===== config.mk =====
export PLATFORM = sky130hd
export DESIGN_NAME = crtc_timing_flat
export DESIGN_NICKNAME = d
export VERILOG_FILES = /design/src/rtl/crtc_timing_if.sv /design/src/rtl/crtc_timing.sv /design/src/flat_wrapper.sv
export SDC_FILE = /design/constraint.sdc
export NUM_CORES = 1
export LEC_CHECK = 0
export BUFFER_PORTS_ARGS = -buffer_cell sky130_fd_sc_hd__buf_4
export CAP_MARGIN = 20
export CORE_MARGIN = 1
export CORE_UTILIZATION = 57
export CTS_CLUSTER_SIZE = 24
export DETAILED_ROUTE_END_ITERATION = 8
export MAX_ROUTING_LAYER = met4
export PLACE_DENSITY = 0.82
export RECOVER_POWER = 100
export SYNTH_ARGS = -nofsm -noshare
export SYNTH_HDL_FRONTEND = slang
export SYNTH_SLANG_ARGS = --single-unit

===== constraint.sdc =====
create_clock -name clk -period 4.2 [get_ports clk]
set_clock_uncertainty 0.15 [all_clocks]
set_input_delay 0.63 -clock clk [delete_from_list [all_inputs] [get_ports clk]]
set_output_delay 0.63 -clock clk [all_outputs]
set_load 0.01 [all_outputs]

===== src/rtl/crtc_timing_if.sv =====
// crtc_timing_if: bundles the CRTC register-file inputs, the char strobe and the timing outputs.
// master drives char_en and the R0-R13 values and receives the timing outputs.
// slave is the timing generator.
interface crtc_timing_if #(parameter int MA_WIDTH = 14);
  logic                char_en;
  logic [7:0]          r0_h_total;
  logic [7:0]          r1_h_displayed;
  logic [7:0]          r2_h_sync_pos;
  logic [7:0]          r3_sync_widths;
  logic [6:0]          r4_v_total;
  logic [4:0]          r5_v_adjust;
  logic [6:0]          r6_v_displayed;
  logic [6:0]          r7_v_sync_pos;
  logic [4:0]          r9_max_scan_line;
  logic [5:0]          r12_start_hi;
  logic [7:0]          r13_start_lo;
  logic                h_sync;
  logic                v_sync;
  logic                de;
  logic [MA_WIDTH-1:0] ma;
  logic [4:0]          ra;
  logic                frame_start;
  modport master (
    output char_en, r0_h_total, r1_h_displayed, r2_h_sync_pos, r3_sync_widths, r4_v_total,
           r5_v_adjust, r6_v_displayed, r7_v_sync_pos, r9_max_scan_line, r12_start_hi, r13_start_lo,
    input  h_sync, v_sync, de, ma, ra, frame_start
  );
  modport slave (
    input  char_en, r0_h_total, r1_h_displayed, r2_h_sync_pos, r3_sync_widths, r4_v_total,
           r5_v_adjust, r6_v_displayed, r7_v_sync_pos, r9_max_scan_line, r12_start_hi, r13_start_lo,
    output h_sync, v_sync, de, ma, ra, frame_start
  );
endinterface


===== src/rtl/crtc_timing.sv =====
// crtc_timing: character/raster timing generator producing syncs, display enable, MA and RA.
// clk, res_b (async active-low reset); bus (slave): char_en strobe and live R0-R9/R12/R13
// inputs, h_sync/v_sync/de/ma/ra/frame_start outputs. All state advances only on char_en.
module crtc_timing #(parameter int MA_WIDTH = 14) (
  input logic          clk,
  input logic          res_b,
  crtc_timing_if.slave bus
);
  typedef enum logic {ROWS, ADJUST} state_t;
  state_t              state, state_n;
  logic [7:0]          h_count, h_n;
  logic [4:0]          ra, ra_n, adj_count, adj_n, hsync_cnt, vsync_cnt, hw, vw;
  logic [6:0]          row_count, row_n;
  logic [MA_WIDTH-1:0] ma_row, ma_row_n;
  logic                h_sync, v_sync, de, frame_start;
  logic                eol, new_frame, hs_start, hs_done, vs_start, vs_done;
  always_comb begin
    eol = h_count == bus.r0_h_total;
    h_n = eol ? 8'd0 : h_count + 8'd1;
    // a width field of 0 means 16
    hw = {bus.r3_sync_widths[3:0] == 4'd0, bus.r3_sync_widths[3:0]};
    vw = {bus.r3_sync_widths[7:4] == 4'd0, bus.r3_sync_widths[7:4]};
    state_n = state;
    ra_n = ra;
    row_n = row_count;
    adj_n = adj_count;
    ma_row_n = ma_row;
    new_frame = 1'b0;
    if (eol) begin
      ra_n = ra + 5'd1;
      if (state == ROWS) begin
        if (ra == bus.r9_max_scan_line) begin
          ra_n = 5'd0;
          if (row_count != bus.r4_v_total) begin
            row_n = row_count + 7'd1;
            ma_row_n = ma_row + MA_WIDTH'(bus.r1_h_displayed);
          end else if (bus.r5_v_adjust != 5'd0) begin
            state_n = ADJUST;
            adj_n = 5'd0;
          end else begin
            new_frame = 1'b1;
          end
        end
      end else begin
        adj_n = adj_count + 5'd1;
        new_frame = adj_count == bus.r5_v_adjust - 5'd1;
      end
      if (new_frame) begin
        state_n = ROWS;
        ra_n = 5'd0;
        row_n = 7'd0;
        adj_n = 5'd0;
        ma_row_n = MA_WIDTH'({bus.r12_start_hi, bus.r13_start_lo});
      end
    end
    hs_start = h_n == bus.r2_h_sync_pos && bus.r2_h_sync_pos <= bus.r0_h_total;
    hs_done = h_sync && hsync_cnt == hw;
    vs_start = eol && state_n == ROWS && ra_n == 5'd0 && row_n == bus.r7_v_sync_pos;
    vs_done = v_sync && vsync_cnt == vw;
  end
  // a sync pulse in progress is not retriggered; a new start is honoured only once it completes
  always_ff @(posedge clk or negedge res_b) begin
    if (!res_b) begin
      state <= ROWS;
      h_count <= 8'd0;
      ra <= 5'd0;
      row_count <= 7'd0;
      adj_count <= 5'd0;
      ma_row <= '0;
      hsync_cnt <= 5'd0;
      vsync_cnt <= 5'd0;
      h_sync <= 1'b0;
      v_sync <= 1'b0;
      de <= 1'b0;
      frame_start <= 1'b0;
    end else begin
      frame_start <= 1'b0;
      if (bus.char_en) begin
        h_count <= h_n;
        state <= state_n;
        ra <= ra_n;
        row_count <= row_n;
        adj_count <= adj_n;
        ma_row <= ma_row_n;
        frame_start <= new_frame;
        de <= state_n == ROWS && h_n < bus.r1_h_displayed && row_n < bus.r6_v_displayed;
        if (hs_start && (!h_sync || hs_done)) begin
          h_sync <= 1'b1;
          hsync_cnt <= 5'd1;
        end else if (hs_done) begin
          h_sync <= 1'b0;
          hsync_cnt <= 5'd0;
        end else if (h_sync) begin
          hsync_cnt <= hsync_cnt + 5'd1;
        end
        if (eol) begin
          if (vs_start && (!v_sync || vs_done)) begin
            v_sync <= 1'b1;
            vsync_cnt <= 5'd1;
          end else if (vs_done) begin
            v_sync <= 1'b0;
            vsync_cnt <= 5'd0;
          end else if (v_sync) begin
            vsync_cnt <= vsync_cnt + 5'd1;
          end
        end
      end
    end
  end
  assign bus.h_sync = h_sync;
  assign bus.v_sync = v_sync;
  assign bus.de = de;
  assign bus.frame_start = frame_start;
  assign bus.ra = ra;
  assign bus.ma = ma_row + MA_WIDTH'(h_count);
endmodule


===== src/flat_wrapper.sv =====
// flat-port wrapper written by rule: the top's interface ports become plain ports
module crtc_timing_flat 
#(parameter int MA_WIDTH = 14)
  (clk, res_b, bus_char_en, bus_r0_h_total, bus_r1_h_displayed, bus_r2_h_sync_pos, bus_r3_sync_widths, bus_r4_v_total, bus_r5_v_adjust, bus_r6_v_displayed, bus_r7_v_sync_pos, bus_r9_max_scan_line, bus_r12_start_hi, bus_r13_start_lo, bus_h_sync, bus_v_sync, bus_de, bus_ma, bus_ra, bus_frame_start);
  crtc_timing_if #(.MA_WIDTH(MA_WIDTH)) bus_i ();
  input logic clk;
  input logic res_b;
  input wire logic [$bits(bus_i.char_en)-1:0] bus_char_en;
  input wire logic [$bits(bus_i.r0_h_total)-1:0] bus_r0_h_total;
  input wire logic [$bits(bus_i.r1_h_displayed)-1:0] bus_r1_h_displayed;
  input wire logic [$bits(bus_i.r2_h_sync_pos)-1:0] bus_r2_h_sync_pos;
  input wire logic [$bits(bus_i.r3_sync_widths)-1:0] bus_r3_sync_widths;
  input wire logic [$bits(bus_i.r4_v_total)-1:0] bus_r4_v_total;
  input wire logic [$bits(bus_i.r5_v_adjust)-1:0] bus_r5_v_adjust;
  input wire logic [$bits(bus_i.r6_v_displayed)-1:0] bus_r6_v_displayed;
  input wire logic [$bits(bus_i.r7_v_sync_pos)-1:0] bus_r7_v_sync_pos;
  input wire logic [$bits(bus_i.r9_max_scan_line)-1:0] bus_r9_max_scan_line;
  input wire logic [$bits(bus_i.r12_start_hi)-1:0] bus_r12_start_hi;
  input wire logic [$bits(bus_i.r13_start_lo)-1:0] bus_r13_start_lo;
  output wire logic [$bits(bus_i.h_sync)-1:0] bus_h_sync;
  output wire logic [$bits(bus_i.v_sync)-1:0] bus_v_sync;
  output wire logic [$bits(bus_i.de)-1:0] bus_de;
  output wire logic [$bits(bus_i.ma)-1:0] bus_ma;
  output wire logic [$bits(bus_i.ra)-1:0] bus_ra;
  output wire logic [$bits(bus_i.frame_start)-1:0] bus_frame_start;
  assign bus_i.char_en = bus_char_en;
  assign bus_i.r0_h_total = bus_r0_h_total;
  assign bus_i.r1_h_displayed = bus_r1_h_displayed;
  assign bus_i.r2_h_sync_pos = bus_r2_h_sync_pos;
  assign bus_i.r3_sync_widths = bus_r3_sync_widths;
  assign bus_i.r4_v_total = bus_r4_v_total;
  assign bus_i.r5_v_adjust = bus_r5_v_adjust;
  assign bus_i.r6_v_displayed = bus_r6_v_displayed;
  assign bus_i.r7_v_sync_pos = bus_r7_v_sync_pos;
  assign bus_i.r9_max_scan_line = bus_r9_max_scan_line;
  assign bus_i.r12_start_hi = bus_r12_start_hi;
  assign bus_i.r13_start_lo = bus_r13_start_lo;
  assign bus_h_sync = bus_i.h_sync;
  assign bus_v_sync = bus_i.v_sync;
  assign bus_de = bus_i.de;
  assign bus_ma = bus_i.ma;
  assign bus_ra = bus_i.ra;
  assign bus_frame_start = bus_i.frame_start;
  crtc_timing #(.MA_WIDTH(MA_WIDTH)) u_core (.clk(clk), .res_b(res_b), .bus(bus_i));
endmodule

==> run summary <==
====================================================================================
Worst-skew pair later-pin latency .....................................      0.32 ns
Hold wc startpoint .................................................... u_core.adj_count[4]$_DFFE_PN0P_
Mean cell area of the mapped netlist ..................................  8.503 sq um
Final number of hold-violating endpoints ..............................            0
Post-synthesis cell type count ........................................           78
Y dimension of the die ................................................ 98.41 microns
Share of flip-flops with an asynchronous set or reset after synthesis .       100.0%
Combined area of all synthesized cells ................................   5298 sq um
Num ports .............................................................          103
Overall fraction of global-route tracks in use ........................       29.05%
Worst slew pin tran ...................................................     3.030 ns
Critical Path RT ......................................................      3.42 ns
Detailed-placement wirelength estimate ................................ 10550 microns
Die width ............................................................. 98.41 microns
Number of CTS-inserted buffers ........................................            5
Path class of the lowest-slack min-delay path ......................... register to register
Total overflow reported by the global router ..........................            0
Min Clock Period, post-route ..........................................     3.904 ns
DR iter-0 viols .......................................................          184
Post-CTS sizing .......................................................            0
Crit share post-route .................................................       92.94%
Pwr/cell area ......................................................... 311.8 nW/um^2
Number of inserted diodes .............................................            0
Main synth FF type .................................................... sky130_fd_sc_hd__dfrtp_1
Ratio of cells with drive above 1 in the final layout .................       16.46%
Area of the die .......................................................   9684 sq um
Global routing met3 resource utilization ..............................       2.649%
Path depth of the worst reg2reg path ..................................            9
Cell row count ........................................................           34
Rel. slew slack .......................................................      -102.0%
Count of filler cells inserted in the layout ..........................          788
Hold Buf Count CTS ....................................................            0
Arrival time at the worst endpoint ....................................      3.12 ns
Hold path depth .......................................................            1
Maximum ir drop on the vdd rail .......................................  0.0003150 V
Length of the first detailed-routing pass in iterations ...............            6
Number of synthesized register bits ...................................           54
Area growth from synthesis to final layout ............................       14.19%
Crit start category ...................................................     register
Final worst-path setup slack ..........................................    0.2963 ns
Reg-to-Reg Start ...................................................... u_core.h_count[0]$_DFFE_PN0P_
Post-CTS Setup Bufs ...................................................            0
DRC violation count after routing .....................................            6
Buffers added on ports ................................................          102
Final setup violation count ...........................................            0
Library cell used as clock root buffer ................................ sky130_fd_sc_hd__clkbuf_8
Clock tree from TritonCTS .............................................          yes
Maximum frequency from static timing analysis .........................    256.2 MHz
Maximum root-to-sink buffer count .....................................            2
Antenna violations before repair ......................................            0
LEAKAGE ...............................................................     2.717 nW
Post-Synthesis Cells ..................................................          623
Via total after detailed routing ......................................         4967
Setup repair after global routing missed its margin ...................           no
Synthesized net count .................................................          749
Yosys warns ...........................................................            0
Detailed-route vias per instance ......................................        6.021
Initial core utilization ..............................................       59.87%
Setup_tns .............................................................         0 ns
Largest net degree at the start of global routing .....................           55
Sink of the worst hold path ........................................... u_core.adj_count[4]$_DFFE_PN0P_
Worst setup slack before clock tree synthesis .........................    0.2492 ns
Global-route wire length before repair ................................ 22210 microns
Total of max-cap violations ...........................................            1
Clock slew seen by the registers of the worst setup and hold paths ....      0.11 ns
Met1 track demand over resource in global routing .....................       34.19%
Core area .............................................................   8848 sq um
Outcome ............................................................... complete, but fails checks
Sink Count ............................................................           54
Worst r2r dst ......................................................... u_core.vsync_cnt[2]$_DFFE_PN0P_
Most congested layer reported by global routing .......................         met2
Nature of the critical path endpoint .................................. primary output
Register cell area after layout .......................................   1351 sq um
Setup slack, reg-to-reg ...............................................      0.43 ns
Biggest fanout along the worst timing path ............................           10
Total length of routed wires .......................................... 13430 microns
Part of the Yosys area used for sequential elements ...................       25.51%
Placer congestion estimate ............................................       0.9611
Violated checks ....................................................... DRC, capacitance limit, slew limit
Footprint of the multi-input gates ....................................   3608 sq um
Number of enable-type register cells in the synthesized netlist .......            0
Htree depth ...........................................................            2
Number of antenna-violating nets in the routed design .................            0
Global routing usage on met2 ..........................................       52.00%
Via count of the first global-routing pass ............................         4889
Number of max-slew violations in the final report .....................           55
Final Net Count .......................................................          842
Type of the worst setup path .......................................... register to primary output
Post-detailed-route wirelength per cell ............................... 16.28 microns
====================================================================================
[area by class of cell]
class,count,share of cell area (%)
timing repair buffer,108,11.66
tap,108,2.234
sequential,54,22.34
multi-input combinational,504,59.65
clock inverter,3,0.3102
clock buffer,5,1.138
inverter,43,2.668
[state kept, by name, summed over array words and instances (netlist names)]
signal / cells
u_core.bus.v_sync: 1
u_core.hsync_cnt: 5
u_core.state: 1
u_core.vsync_cnt: 5
u_core.h_count: 8
u_core.adj_count: 5
u_core.bus.de: 1
u_core.bus.h_sync: 1
u_core.ma_row: 14
u_core.bus.frame_start: 1
u_core.bus.ra: 5
u_core.row_count: 7
[report_power, final]
part           internal, mW  total (mW)  switching (mW)
Clock                 0.118       0.315           0.196
Combinational         0.409       0.869           0.461
Sequential            0.581       0.702           0.121
[cell usage after synthesis (all sizes together) (12+ instances only)]
cell	count	area (sq um)
xor2	22	192.7
dfrtp	54	1351
inv	43	161.4
nor3	16	90.09
o21ai	50	250.2
nor2	47	191.4
nand3	25	125.1
nand2b	13	81.33
nand4	16	112.6
nand2	43	161.4
a21oi	35	178.9
ha	44	550.5
nor2b	12	75.07
xnor2	49	444.2
mux2	12	135.1
[worst max-delay path, cell delays in order (launching register included)]
cell                       delay [ns]
sky130_fd_sc_hd__dfrtp_1         0.60
sky130_fd_sc_hd__ha_1            0.26
sky130_fd_sc_hd__inv_1           0.06
sky130_fd_sc_hd__fa_1            0.40
sky130_fd_sc_hd__nor2b_1         0.15
sky130_fd_sc_hd__o21ai_0         0.13
sky130_fd_sc_hd__a21boi_0        0.27
sky130_fd_sc_hd__o21ai_0         0.12
sky130_fd_sc_hd__nand2b_1        0.11
sky130_fd_sc_hd__a21o_1          0.13
sky130_fd_sc_hd__a21oi_1         0.12
sky130_fd_sc_hd__nor2_1          0.15
sky130_fd_sc_hd__xor2_1          0.15
sky130_fd_sc_hd__clkbuf_1        0.16
[metrics by stage]
step	utilization, %	instance area (sq um)	instances	total power [mW]	hold slack, ns
floorplan	-	5298	623	1.293	0.1844
global placement	68.93	6100	817	1.585	0.3525
detailed placement	68.93	6100	817	1.628	0.3643
CTS	69.92	6187	825	1.945	0.2247
global route	68.37	6050	825	2.012	0.3934
finish	68.37	6050	825	1.886	0.3816
[worst max path at each step]
stage / from / slack [ns] / end
after floorplan: bus_r5_v_adjust[0] / 0.76 / u_core.bus.de$_DFFE_PN0P_
after global placement: bus_r5_v_adjust[0] / 0.48 / u_core.bus.de$_DFFE_PN0P_
after detailed placement: bus_r5_v_adjust[0] / 0.25 / u_core.bus.de$_DFFE_PN0P_
after CTS: u_core.h_count[0]$_DFFE_PN0P_ / 0.36 / bus_ma[10]
after global routing: u_core.h_count[0]$_DFFE_PN0P_ / 0.07 / bus_ma[12]
final: u_core.h_count[0]$_DFFE_PN0P_ / 0.30 / bus_ma[12]
[cells in the final DEF, fill, tap and decap left out, drive strengths merged, types with 3 or more instances in the layout]
cell / Yosys / layout
a22oi: 6 / 6
a22o: 3 / 3
a31oi: 3 / 3
nor3: 16 / 16
a21boi: 5 / 5
nand2: 43 / 43
and2: 5 / 5
mux2: 12 / 12
nand2b: 13 / 13
a21oi: 35 / 35
nand4: 16 / 16
ha: 44 / 44
buf: 11 / 80
o21a: 6 / 6
mux2i: 6 / 6
a21o: 11 / 11
clkbuf: 11 / 33
o31ai: 5 / 5
and3: 9 / 9
nor2: 47 / 47
o21ai: 50 / 50
o32ai: 3 / 3
nor2b: 12 / 12
nor3b: 3 / 3
nor4: 9 / 9
o22a: 9 / 9
or4b: 3 / 3
xor2: 22 / 22
nand3: 25 / 25
xnor2: 49 / 49
inv: 43 / 44
dfrtp: 54 / 54
[layer usage]
layer  vias to the layer above  wire [microns]
met4                         0             329
met1                      2365            5747
met2                       143            6793
li1                       2430               -
met5                         -               0
met3                        29             561
[cells by family after synthesis]
logic type	synth area share, %
simple gates	21.26
compound gates	20.62
xor+xnor	12.02
mux	3.685
buf+inv	5.763
flops	25.51
fa+ha+maj	11.15
Power figures use the tool's default switching activity.
